### src/rtl/regfile_pkg.sv
// Shared definitions for the register-file write-back path.
//   addr_width()  register address width for a given register count
//   REG_ZERO      hard-wired zero register; never written, never forwarded
//   wb_entry_t    one pending write {rd, data} at the default configuration
package regfile_pkg;

    function automatic int addr_width(input int n);
        return (n <= 1) ? 1 : $clog2(n);
    endfunction

    localparam int RF_DATA_W   = 32;
    localparam int RF_NUM_REGS = 32;
    localparam int RF_AW       = addr_width(RF_NUM_REGS);
    localparam int REG_ZERO    = 0;

    typedef struct packed {
        logic [RF_AW-1:0]     rd;
        logic [RF_DATA_W-1:0] data;
    } wb_entry_t;

endpackage

### src/rtl/wb_fwd_mux.sv
// Forwarding mux for one register-file read port.
// Scans the pending entries from oldest (rd_ptr) to youngest; the last match
// wins, so the youngest pending value for ra replaces the register-file data.
//   ent_rd/ent_data  entry array (slot-indexed)
//   rd_ptr, count    head slot and number of valid entries
//   ra, rf_q         read address and raw register-file read data
//   q                forwarded read data
module wb_fwd_mux
    import regfile_pkg::*;
#(
    parameter int DATA_WIDTH = 32,
    parameter int AW         = 5,
    parameter int DEPTH      = 4,
    localparam int PW        = $clog2(DEPTH)
) (
    input  logic [DEPTH-1:0][AW-1:0]         ent_rd,
    input  logic [DEPTH-1:0][DATA_WIDTH-1:0] ent_data,
    input  logic [PW-1:0]                    rd_ptr,
    input  logic [PW:0]                      count,
    input  logic [AW-1:0]                    ra,
    input  logic [DATA_WIDTH-1:0]            rf_q,
    output logic [DATA_WIDTH-1:0]            q
);

    logic [PW-1:0] slot;

    always_comb begin
        q    = rf_q;
        slot = rd_ptr;
        if (ra != AW'(REG_ZERO)) begin
            for (int k = 0; k < DEPTH; k++) begin
                // age k from the head; pointer arithmetic wraps modulo DEPTH
                slot = rd_ptr + PW'(k);
                if (((PW+1)'(k) < count) && (ent_rd[slot] == ra))
                    q = ent_data[slot];
            end
        end
    end

endmodule

### src/rtl/regfile_wb_queue.sv
// Write-back queue in front of the register-file write port.
// Buffers execution results in an in-order FIFO, retires one per granted
// cycle, and forwards pending values onto both register-file read ports.
//   clk, rst                  clock, async active-high reset
//   in_valid/in_ready/in_rd/in_data   result handshake from execution units
//   drain_en                  write port granted this cycle
//   rf_we/rf_rd/rf_d          register-file write port
//   fwd_ra/fwd_rb, rf_qa/rf_qb, qa/qb   read addresses, raw and forwarded data
//   empty                     no pending entries
module regfile_wb_queue
    import regfile_pkg::*;
#(
    parameter int DATA_WIDTH = 32,
    parameter int NUM_REGS   = 32,
    parameter int DEPTH      = 4,
    localparam int AW        = addr_width(NUM_REGS)
) (
    input  logic                  clk,
    input  logic                  rst,
    input  logic                  in_valid,
    output logic                  in_ready,
    input  logic [AW-1:0]         in_rd,
    input  logic [DATA_WIDTH-1:0] in_data,
    input  logic                  drain_en,
    output logic                  rf_we,
    output logic [AW-1:0]         rf_rd,
    output logic [DATA_WIDTH-1:0] rf_d,
    input  logic [AW-1:0]         fwd_ra,
    input  logic [AW-1:0]         fwd_rb,
    input  logic [DATA_WIDTH-1:0] rf_qa,
    input  logic [DATA_WIDTH-1:0] rf_qb,
    output logic [DATA_WIDTH-1:0] qa,
    output logic [DATA_WIDTH-1:0] qb,
    output logic                  empty
);

    localparam int PW = $clog2(DEPTH);

    logic [DEPTH-1:0][AW-1:0]         ent_rd;
    logic [DEPTH-1:0][DATA_WIDTH-1:0] ent_data;
    logic [PW-1:0]                    wr_ptr, rd_ptr;
    logic [PW:0]                      count;
    logic                             push, pop;

    assign in_ready = (count != (PW+1)'(DEPTH));
    assign empty    = (count == '0);
    // writes to the zero register complete the handshake but are dropped
    assign push     = in_valid && in_ready && (in_rd != AW'(REG_ZERO));
    assign pop      = drain_en && !empty;
    assign rf_we    = pop;
    // zero when empty so uninitialised slots never leak X into the RF
    assign rf_rd    = empty ? '0 : ent_rd[rd_ptr];
    assign rf_d     = empty ? '0 : ent_data[rd_ptr];

    always_ff @(posedge clk or posedge rst) begin
        if (rst) begin
            wr_ptr <= '0;
            rd_ptr <= '0;
            count  <= '0;
        end else begin
            if (push) wr_ptr <= wr_ptr + PW'(1);
            if (pop)  rd_ptr <= rd_ptr + PW'(1);
            case ({push, pop})
                2'b10:   count <= count + (PW+1)'(1);
                2'b01:   count <= count - (PW+1)'(1);
                default: count <= count;
            endcase
        end
    end

    // entry contents carry no reset; validity is tracked by count
    always_ff @(posedge clk) begin
        if (push) begin
            ent_rd[wr_ptr]   <= in_rd;
            ent_data[wr_ptr] <= in_data;
        end
    end

    always_ff @(posedge clk) begin
        if (!rst) begin
            assert (!(push && !pop && count == (PW+1)'(DEPTH)));
            assert (!(pop && !push && count == '0));
        end
    end

    wb_fwd_mux #(.DATA_WIDTH(DATA_WIDTH), .AW(AW), .DEPTH(DEPTH)) u_fwd_a (
        .ent_rd   (ent_rd),
        .ent_data (ent_data),
        .rd_ptr   (rd_ptr),
        .count    (count),
        .ra       (fwd_ra),
        .rf_q     (rf_qa),
        .q        (qa)
    );

    wb_fwd_mux #(.DATA_WIDTH(DATA_WIDTH), .AW(AW), .DEPTH(DEPTH)) u_fwd_b (
        .ent_rd   (ent_rd),
        .ent_data (ent_data),
        .rd_ptr   (rd_ptr),
        .count    (count),
        .ra       (fwd_rb),
        .rf_q     (rf_qb),
        .q        (qb)
    );

endmodule

### config.mk
export PLATFORM = sky130hd
export DESIGN_NAME = regfile_wb_queue
export DESIGN_NICKNAME = d
export VERILOG_FILES = /design/src/rtl/regfile_pkg.sv /design/src/rtl/wb_fwd_mux.sv /design/src/rtl/regfile_wb_queue.sv
export SDC_FILE = /design/constraint.sdc
export NUM_CORES = 1
export LEC_CHECK = 0
export BUFFER_PORTS_ARGS = -buffer_cell sky130_fd_sc_hd__buf_2
export CAP_MARGIN = 0
export CORE_MARGIN = 2
export CORE_UTILIZATION = 47
export DETAILED_ROUTE_END_ITERATION = 7
export MAX_ROUTING_LAYER = met4
export PLACE_DENSITY_LB_ADDON = 0.2
export SLEW_MARGIN = 20
export SYNTH_ARGS = -nofsm -noshare
export SYNTH_HDL_FRONTEND = slang
export SYNTH_SLANG_ARGS = --single-unit
### constraint.sdc
create_clock -name clk -period 2.8 [get_ports clk]
set_input_delay 0.56 -clock clk [delete_from_list [all_inputs] [get_ports clk]]
set_output_delay 0.56 -clock clk [all_outputs]
set_load 0.005 [all_outputs]
==> results of run 1 <==
## critical path: cells and delay by family, from the launching register on
| kind | cells | cell delay, ps |
|---|---|---|
| compound gates | 3 | 520 |
| xor+xnor | 1 | 150 |
| buf+inv | 6 | 920 |
| flops | 1 | 540 |
| mux | 1 | 460 |
| simple gates | 1 | 320 |
## cell families after synthesis
| kind of cell | count (synthesis) | share of synthesized area, % |
|---|---|---|
| flip-flops | 155 | 33.1 |
| AND/OR/NAND/NOR | 303 | 10.8 |
| buffers and inverters | 189 | 6.34 |
| multiplexers | 248 | 22.5 |
| adder cells (fa/ha/maj) | 9 | 0.807 |
| XOR/XNOR | 49 | 3.24 |
| AO/OA/AOI/OAI | 428 | 23.2 |
## metrics by stage
step / setup slack (ps) / total power, mW
final: -1100 / 26.3
after global routing: -1210 / 27.1
after CTS: -895 / 23.1
after detailed placement: -553 / 18.8
after global placement: -520 / 18.6
after floorplan: -72.9 / 12.2
## placed cells by master, fill, tap and decap left out, types with 12 or more instances in the layout
master / n
buf_2: 217
buf_4: 205
edfxtp_1: 148
mux2i_1: 135
nor2_1: 88
o21a_1: 62
o21ai_0: 61
nor3_1: 58
buf_6: 57
buf_12: 52
mux4_2: 49
nand2_1: 35
mux2_2: 34
clkbuf_16: 33
nand3_1: 32
o211ai_1: 32
o221ai_2: 32
a21oi_1: 31
a21boi_1: 31
o21ai_1: 30
a21oi_2: 30
inv_1: 29
and3_1: 24
o32ai_2: 21
mux2i_2: 20
a211oi_2: 19
o22ai_1: 19
xnor2_1: 15
buf_16: 15
xnor2_2: 14
a211oi_1: 13
inv_2: 12
## report_power, final
part / switching [mW] / leakage (nW) / total, mW / internal, mW
clock network: 1.01 / 0.274 / 2.36 / 1.34
logic: 10.7 / 6.60 / 20.5 / 9.82
registers: 0.364 / 1.44 / 3.45 / 3.08
total: 12.1 / 8.31 / 26.3 / 14.2
## registers in the layout (all words and copies together), names as in the netlist
signal and cells:
count 3, ent_data 128, rd_ptr 2, wr_ptr 2
ent_rd 20
## metal layers
metal	share of wire, %	GRT usage, %	wire length, µm
met2	46	54.8	27300
met1	36	43.5	21300
met3	12	6.85	6850
met5	0	-	0
met4	6.9	17.3	4110
## what timing repair did
action	in CTS	in global routing
buffers inserted	36	50
resized for setup	121	204
endpoints found under the setup margin	96	96
pin swaps	46	62
gates cloned	15	18
## cell type report
type / instances / area [µm²]
repair buffers: 575 / 5400
flip-flops and latches: 155 / 4630
fillers: 1988 / 8490
well taps: 390 / 488
inverters: 41 / 154
diodes: 7 / 17.5
clock buffers: 20 / 447
clock inverters: 12 / 139
multi-input cells: 1037 / 9640
## path summary, 6_finish.rpt
check / startpoint / endpoint / slack (ps) / depth (start not counted)
max: rd_ptr[0]$_DFFE_PP0P_ / qb[12] / -1100 / 12
min: rst / rd_ptr[0]$_DFFE_PP0P_ / 100 / 2
max reg2reg: count[0]$_DFFE_PP0P_ / ent_data[28]$_DFFE_PP_ / 510 / 8
min reg2reg: count[1]$_DFFE_PP0P_ / count[1]$_DFFE_PP0P_ / 610 / 2
max in group asynchronous: rst / rd_ptr[1]$_DFFE_PP0P_ / 2380 / 2
min in group clk: in_data[15] / ent_data[15]$_DFFE_PP_ / 320 / 1
==> impl_results.md, run 1 <==
* Clk slew on worst S/H paths at roughly 60 ps
* Slowest stage delay, CP at around 540 ps
* Max VDD drop at 0.910 mV
* Number of flops mapped to enable cells by yosys at 148
* Finished Layout Cells at between 2,000 and 2,500
* Most frequent CP cell: buf_6
* Worst-margin pin slew at 521 ps
* IO Port Bufs at between 200 and 250
* Final instance area at 20,900 µm²
* Crit-path cells: buf_12, mux4_2, buf_6, xor2_4, nor4_4, buf_4, buf_6, clkbuf_16, a21boi_1, a211oi_1, o21ai_1, buf_2
* Critical path class: flip-flop to primary output
* Power Density at around 1300 nW/µm²
* Total wire length at around 60,000 µm
* Initial Utilization at around 47%
* Violated checks: setup timing
* Syn avg cell area at about 10 µm²
* Yosys reg bits at approximately 160
* Async set-or-reset flop fraction in the synthesized netlist at ~4.5%
* Top FF cell, synth: edfxtp_1
* Hold WS at between 90 and 100 ps
* Type of origin of the critical path: flip-flop
* Status: finished with violations
* RSZ-0062 raised after global routing: true
* Top Ports at between 200 and 250
* Most common cell in the netlist: mux2i_1
* Period utilisation layout at 139%
* Syn Nets at around 1,500
* Placed cell area at between 15,000 and 20,000 µm²
* Total number of vias at ~15,000
* Die X at around 180 µm
* Wire per inst at ~27 µm
* Die area at 31,100 µm²
* TritonCTS clock tree: yes
* Antenna-violating nets left at 0
* Number of DRC markers in iteration 0 at between 2,000 and 2,500
* Arrival time worst endpoint at 3340 ps
* Clock Tree Buf Depth at 2
* Worst Path Max Fanout at 6
* Cells after Synth at about 1,400
* Area share of the largest cell type after synthesis at 31.9%
* Share of cells above drive strength 1 at about half
* DPL Wire Length at around 35,000 µm
* Initial DRT Pass Iterations at 8
* Max frequency at around 0.26 GHz
* CP required at between 2000 and 2500 ps
* Slew headroom at 64.9%
* Root Driver: clkbuf_16
* Final Hold Fails at 0
* Hold Crit Class: input port to asynchronous set/reset pin
* Antenna violations before repair at 7
* Sequential share of the synthesized area at between 30% and 40%
* Core Area at roughly 29,000 µm²
* Mapped Area at around 14,000 µm²
* Syn-to-layout area delta at 50.0%
* CTS Buf Count at 17
* Synth cell types at 54
* Clk_skew at between 10 and 15 ps
* Dpl cells at 2,097
* Vias in the first global route at around 14,000
* Drc violations at 0
* Total gr overflow at 0
* Fin Setup TNS at -66,440 ps
* Final worst setup slack at -1100 ps
* Final setup fails at between 90 and 100
* Largest area contributor in the netlist: edfxtp_1
* # hold bufs at CTS at 0
* Worst skew pair latency at roughly 450 ps
* GPL Wtd Cong at 0.920
* First-pass GRT wire length at 80,500 µm
* Warnings, synthesis at 0
* Row Count at 63
* Crit path capture type: primary output
* Nets@finish at around 2,000
* CTS Sinks at roughly 160
* Htree depth at 4
* Crit-path slowest cell: dfrtp_4
* Max-cap viol count at 0
* Largest net degree at the start of global routing at 54
* GRT Util Overall at between 30% and 40%
* Final core occ at between 70% and 80%
* Die height at roughly 180 µm
* Tmin final at around 3900 ps
* Most frequent cells after synthesis: mux2i_1, edfxtp_1, nor2_1, clkbuf_1, o21ai_0
* Via density at 6.67
* Final Slew Violations at 0
* Area contributors post-synth: edfxtp_1, mux2i_1, mux4_2
* Leakage at 8.31 nW
No activity file was read; power rests on OpenSTA's default activity.
==> run 2: changes to the inputs <==
- SKIP_CTS_REPAIR_TIMING: unset -> 1
- clock period: 2.8 -> 3.8 ns (I/O delays scaled with it)
==> impl_results.md, run 2 (synthesis gave the netlist of run 1 again) <==
* Share of cells above drive strength 1 at a little under two fifths
* Vias in the first global route at 12,400
* Crit-path cells: buf_8, mux4_2, xor2_2, nor4_4, buf_6, clkbuf_16, a21boi_2, a211oi_2, o21ai_2, buf_2
* DPL Wire Length at about 32,000 µm
* RSZ-0062 raised after global routing: true
* Crit path capture type: primary output
* Slew headroom at about two fifths
* Type of origin of the critical path: flip-flop
* Slowest stage delay, CP at between 500 and 600 ps
* GRT Util Overall at between 30% and 40%
* Wire per inst at ~26 µm
* Max VDD drop at 0.755 mV
* Max frequency at ~0.25 GHz
* Worst Path Max Fanout at 8
* Antenna-violating nets left at 0
* Total number of vias at about 13,000
* Clock Tree Buf Depth at 2
* Total gr overflow at 0
* Top delay family on crit path: buffers and inverters
* Max-cap viol count at 0
* Via density at just under 7
* Die area at slightly above 30,000 µm²
* Top Ports at about 220
* Final Slew Violations at 0
* Violated checks: setup timing
* Worst Setup SP: rd_ptr[0]$_DFFE_PP0P_
* Arrival time worst endpoint at 3210 ps
* GPL Wtd Cong at about 0.94
* Placed cell area at ~16,000 µm²
* Die X at around 180 µm
* Period utilisation layout at 104%
* Final setup fails at 64
* Core Area at ~30,000 µm²
* Die height at 176 µm
* Finished Layout Cells at about 2,000
* Tmin final at between 3000 and 4000 ps
* Nets@finish at roughly 1,700
* Max FFs per register at 128
* Total wire length at between 50,000 and 60,000 µm
* Power Density at slightly below 900 nW/µm²
* Largest net degree at the start of global routing at about 130
* Row Count at 63
* Most flop-heavy register: ent_data
* Final worst setup slack at -171 ps
* Final Hold Fails at 0
* Antenna violations before repair at 7
* Final instance area at approximately 17,000 µm²
* Dpl cells at between 1,500 and 2,000
* Leakage at 6.55 nW
* Number of DRC markers in iteration 0 at between 1,500 and 2,000
* Commonest cells after routing, fill and taps aside: buf_2, mux2i_1, edfxtp_1, nor2_1, o21ai_0
* Clk_skew at approximately 15 ps
* Commonest non-fill, non-tap cell in the layout: buf_2
* Hold WS at around 260 ps
* Buffers and inverters on the worst path at 4
* Reg-to-reg startpoint: count[0]$_DFFE_PP0P_
* CP required at between 3000 and 4000 ps
* Crit-path slowest cell: mux4_2
* CTS Sinks at ~160
* Clk slew on worst S/H paths at approximately 70 ps
* IO Port Bufs at 218
* Status: finished with violations
* Worst-margin pin slew at about 900 ps
* Initial Utilization at roughly 47%
* Hold Crit Class: input port to asynchronous set/reset pin
* FF/Latch Area at 4630 µm²
* FILL cells at 2,501
* Multi-input logic area at ~9000 µm²
* Syn-to-layout area delta at 23.3%
* Biggest registers after layout: ent_data x128, ent_rd x20, count x3
* Root Driver: clkbuf_16
* CTS Buf Count at 17
* Htree depth at 4
* TritonCTS clock tree: yes
* Drc violations at 0
* Worst skew pair latency at around 440 ps
* Critical path class: flip-flop to primary output
* First-pass GRT wire length at between 70,000 and 80,000 µm
* Initial DRT Pass Iterations at 5
[run 2: cell count changes in the layout (fill, tap and decap cells not counted), sizes merged, moves of 3 or more]
cell / previous run / this run
clkbuf: 36 / 25
buf: 554 / 311
bufbuf: 5 / 0
inv: 44 / 47
[run 2: path summary, 6_finish.rpt]
path / endpoint / slack (ps) / cells after the start
min in group clk: ent_data[88]$_DFFE_PP_ / 530 / 1
max reg2reg: ent_data[73]$_DFFE_PP_ / 1070 / 7
max: qb[16] / -170 / 10
max in group asynchronous: rd_ptr[1]$_DFFE_PP0P_ / 3260 / 2
min: wr_ptr[0]$_DFFE_PP0P_ / 260 / 2
min reg2reg: count[1]$_DFFE_PP0P_ / 600 / 2
[run 2: final cells by class]
| cell class | count | share of cell area, % |
|---|---|---|
| Antenna cell | 7 | 0.102 |
| Timing Repair Buffer | 318 | 13.5 |
| Multi-Input combinational cell | 1040 | 52.3 |
| Clock buffer | 18 | 2.49 |
| Clock inverter | 14 | 0.916 |
| Tap cell | 390 | 2.84 |
| Inverter | 41 | 0.895 |
| Sequential cell | 155 | 26.9 |
[run 2: per-layer routing]
layer | share of wire (%) | GRT usage, % | up-vias
li1 | - | - | 5729
met1 | 39 | 40.4 | 6509
met2 | 44 | 47.2 | 1005
met3 | 12 | 5.79 | 223
met4 | 4.7 | 13.3 | 0
met5 | 0 | - | -
[run 2: through the flow]
| stage | util [%] | worst slack, ps | power [mW] | setup TNS [ps] |
|---|---|---|---|---|
| final | 58.5 | -171 | 15.0 | -7240 |
| after global routing | 58.5 | -246 | 15.7 | -12170 |
| after CTS | 54.9 | -322 | 13.7 | -14690 |
| after detailed placement | 52.9 | 139 | 12.0 | 0 |
| after global placement | 52.9 | 176 | 11.9 | 0 |
| after floorplan | - | 528 | 8.90 | 0 |
[run 2: where the power goes]
group	internal [mW]	switching, mW	leakage (nW)
clock network	0.980	0.745	0.274
logic	4.21	6.56	4.84
registers	2.27	0.267	1.44
==> run 3: changes to the inputs <==
- PLACE_DENSITY: unset -> 0.75
- PLACE_DENSITY_LB_ADDON: 0.2 -> unset
==> impl_results.md, run 3 (synthesis gave the netlist of run 1 again) <==
* Met1 usage in global routing at between 30 and 40%
* Leakage at around 6.5 nW
* Worst skew pair latency at approximately 440 ps
* Sw frac at 50.8%
* Htree depth at 4
* Slew headroom at between 40 and 50%
* Tmin final at 3990 ps
* Row Count at 63
* Comb pwr share at a little under three quarters
* Clk_skew at between 10 and 15 ps
* GPL Wtd Cong at slightly above 0.9
* Antenna violations before repair at 6
* Crit-path cells: buf_4, mux4_2, xor2_1, nor4_4, buf_6, buf_6, a21boi_1, a211oi_2, o21ai_1, buf_2
* Root Driver: clkbuf_16
* Total wire length at 52,500 µm
* FF/Latch Area at approximately 4600 µm²
* CP endpoint: qb[17]
* Worst-margin pin slew at 824 ps
* Clk pwr share at ~12%
* Number of DRC markers in iteration 0 at between 2,000 and 2,500
* DPL Wire Length at roughly 32,000 µm
* Worst Path Max Fanout at 8
* Top Ports at 219
* Total gr overflow at 0
* Hold WS at 255 ps
* Final core occ at about three fifths
* Reg-to-reg startpoint: count[0]$_DFFE_PP0P_
* Max-cap viol count at 0
* Final instance area at roughly 17,000 µm²
* Period utilisation layout at 105%
* Worst R2R Path Depth at 7
* CTS Buf Count at 17
* P_sw at approximately 7.7 mW
* Commonest cells after routing, fill and taps aside: buf_2, mux2i_1, edfxtp_1, nor2_1, o21ai_0
* Reg2Reg Capture Point: ent_data[104]$_DFFE_PP_
* Syn-to-layout area delta at 22.9%
* Violated checks: DRC, setup timing
* Final Hold Fails at 0
* Status: finished with violations
* Max VDD drop at around 0.52 mV
* Total number of vias at between 10,000 and 15,000
* Core Area at just under 30,000 µm²
* Wire per inst at 26.6 µm
* Initial Utilization at between 40% and 50%
* Fin Setup TNS at -5680 ps
* Pwr Total at around 15 mW
* Met3 GRT Util at under 10%
* GR peak layer: met2
* Antenna-violating nets left at 0
* Die height at between 150 and 200 µm
* FILL cells at around 2,400
* Met2 Usage GRT at a little under half
* Hold Crit Class: input port to asynchronous set/reset pin
* Final setup fails at 64
* Slowest stage delay, CP at 530 ps
* Power Density at 880 nW/µm²
* GRT Util Overall at between 30% and 40%
* Power Internal at between 7 and 8 mW
* Arrival time worst endpoint at roughly 3200 ps
* Initial DRT Pass Iterations at 8
* CP required at just over 3000 ps
* CTS Sinks at roughly 160
* Biggest registers after layout: ent_data x128, ent_rd x20, count x3
* Most flop-heavy register: ent_data
* Final Slew Violations at 0
* Multi-input logic area at 9080 µm²
* Max FFs per register at around 130
* Placed cell area at 15,500 µm²
* RSZ-0062 raised after global routing: true
* Crit path capture type: primary output
* Critical path class: flip-flop to primary output
* Largest net degree at the start of global routing at between 90 and 100
* Die area at 31,100 µm²
* Type of origin of the critical path: flip-flop
* Max frequency at about 0.25 GHz
* Register share of total power at roughly 17%
* First-pass GRT wire length at about 72,000 µm
* Crit-path slowest cell: dfrtp_4
* R2R Setup Slk at 1180 ps
* Commonest non-fill, non-tap cell in the layout: buf_2
* Share of cells above drive strength 1 at between 30% and 40%
* Die X at around 180 µm
* Worst Setup SP: rd_ptr[0]$_DFFE_PP0P_
* Clock Tree Buf Depth at 2
* Final worst setup slack at -189 ps
* Most frequent CP cell: buf_6
* Via density at 6.86
* IO Port Bufs at around 220
* Drc violations at 1
* TritonCTS clock tree: yes
* Vias in the first global route at between 10,000 and 15,000
* Clk slew on worst S/H paths at ~70 ps
* Nets@finish at about 1,700
-- run 3: routing by layer --
layer	share of wire, %	up-vias
li1	-	5710
met4	6.0	0
met5	0	-
met1	36	6384
met3	13	307
met2	45	1131
-- run 3: worst min-delay path by stage --
stage | depth (start not counted) | start | slack [ps] | endpoint
finish | 2 | rst | 250 | count[1]$_DFFE_PP0P_
global route | 2 | rst | 280 | rd_ptr[1]$_DFFE_PP0P_
CTS | 2 | rst | 260 | count[1]$_DFFE_PP0P_
detailed placement | 2 | count[1]$_DFFE_PP0P_ | 600 | count[1]$_DFFE_PP0P_
global placement | 2 | count[1]$_DFFE_PP0P_ | 590 | count[1]$_DFFE_PP0P_
floorplan | 2 | count[1]$_DFFE_PP0P_ | 530 | count[1]$_DFFE_PP0P_
-- run 3: per-stage QoR --
stage / std cells / setup slack [ps]
after floorplan: 1381 / 528
after global placement: 1901 / 135
after detailed placement: 1901 / 107
after CTS: 1933 / -362
after global routing: 1974 / -216
final: 1974 / -189
-- run 3: cell type report --
| cell class | count | area share (%) |
|---|---|---|
| tap | 390 | 2.85 |
| clock inverter | 14 | 0.927 |
| antenna | 6 | 0.0876 |
| inverter | 41 | 0.898 |
| timing repair buffer | 310 | 12.8 |
| clock buffer | 18 | 2.50 |
| multi-input combinational | 1040 | 52.9 |
| sequential | 155 | 27.0 |
-- run 3: power groups by stage --
stage	Combinational [mW]	Sequential (mW)	Clock, mW
2_1_floorplan	6.45	2.45	0
3_3_place_gp	9.02	2.60	0
6_report	10.8	2.56	1.73
5_1_grt	11.3	2.59	1.81
4_1_cts	9.25	2.60	1.73
3_5_place_dp	9.20	2.63	0
-- run 3: critical path, delay by kind of cell, from the launching register on --
| kind | cells | cell delay (ps) |
|---|---|---|
| xor+xnor | 1 | 200 |
| compound gates | 3 | 550 |
| mux | 1 | 470 |
| flops | 1 | 530 |
| buf+inv | 4 | 680 |
| simple gates | 1 | 360 |
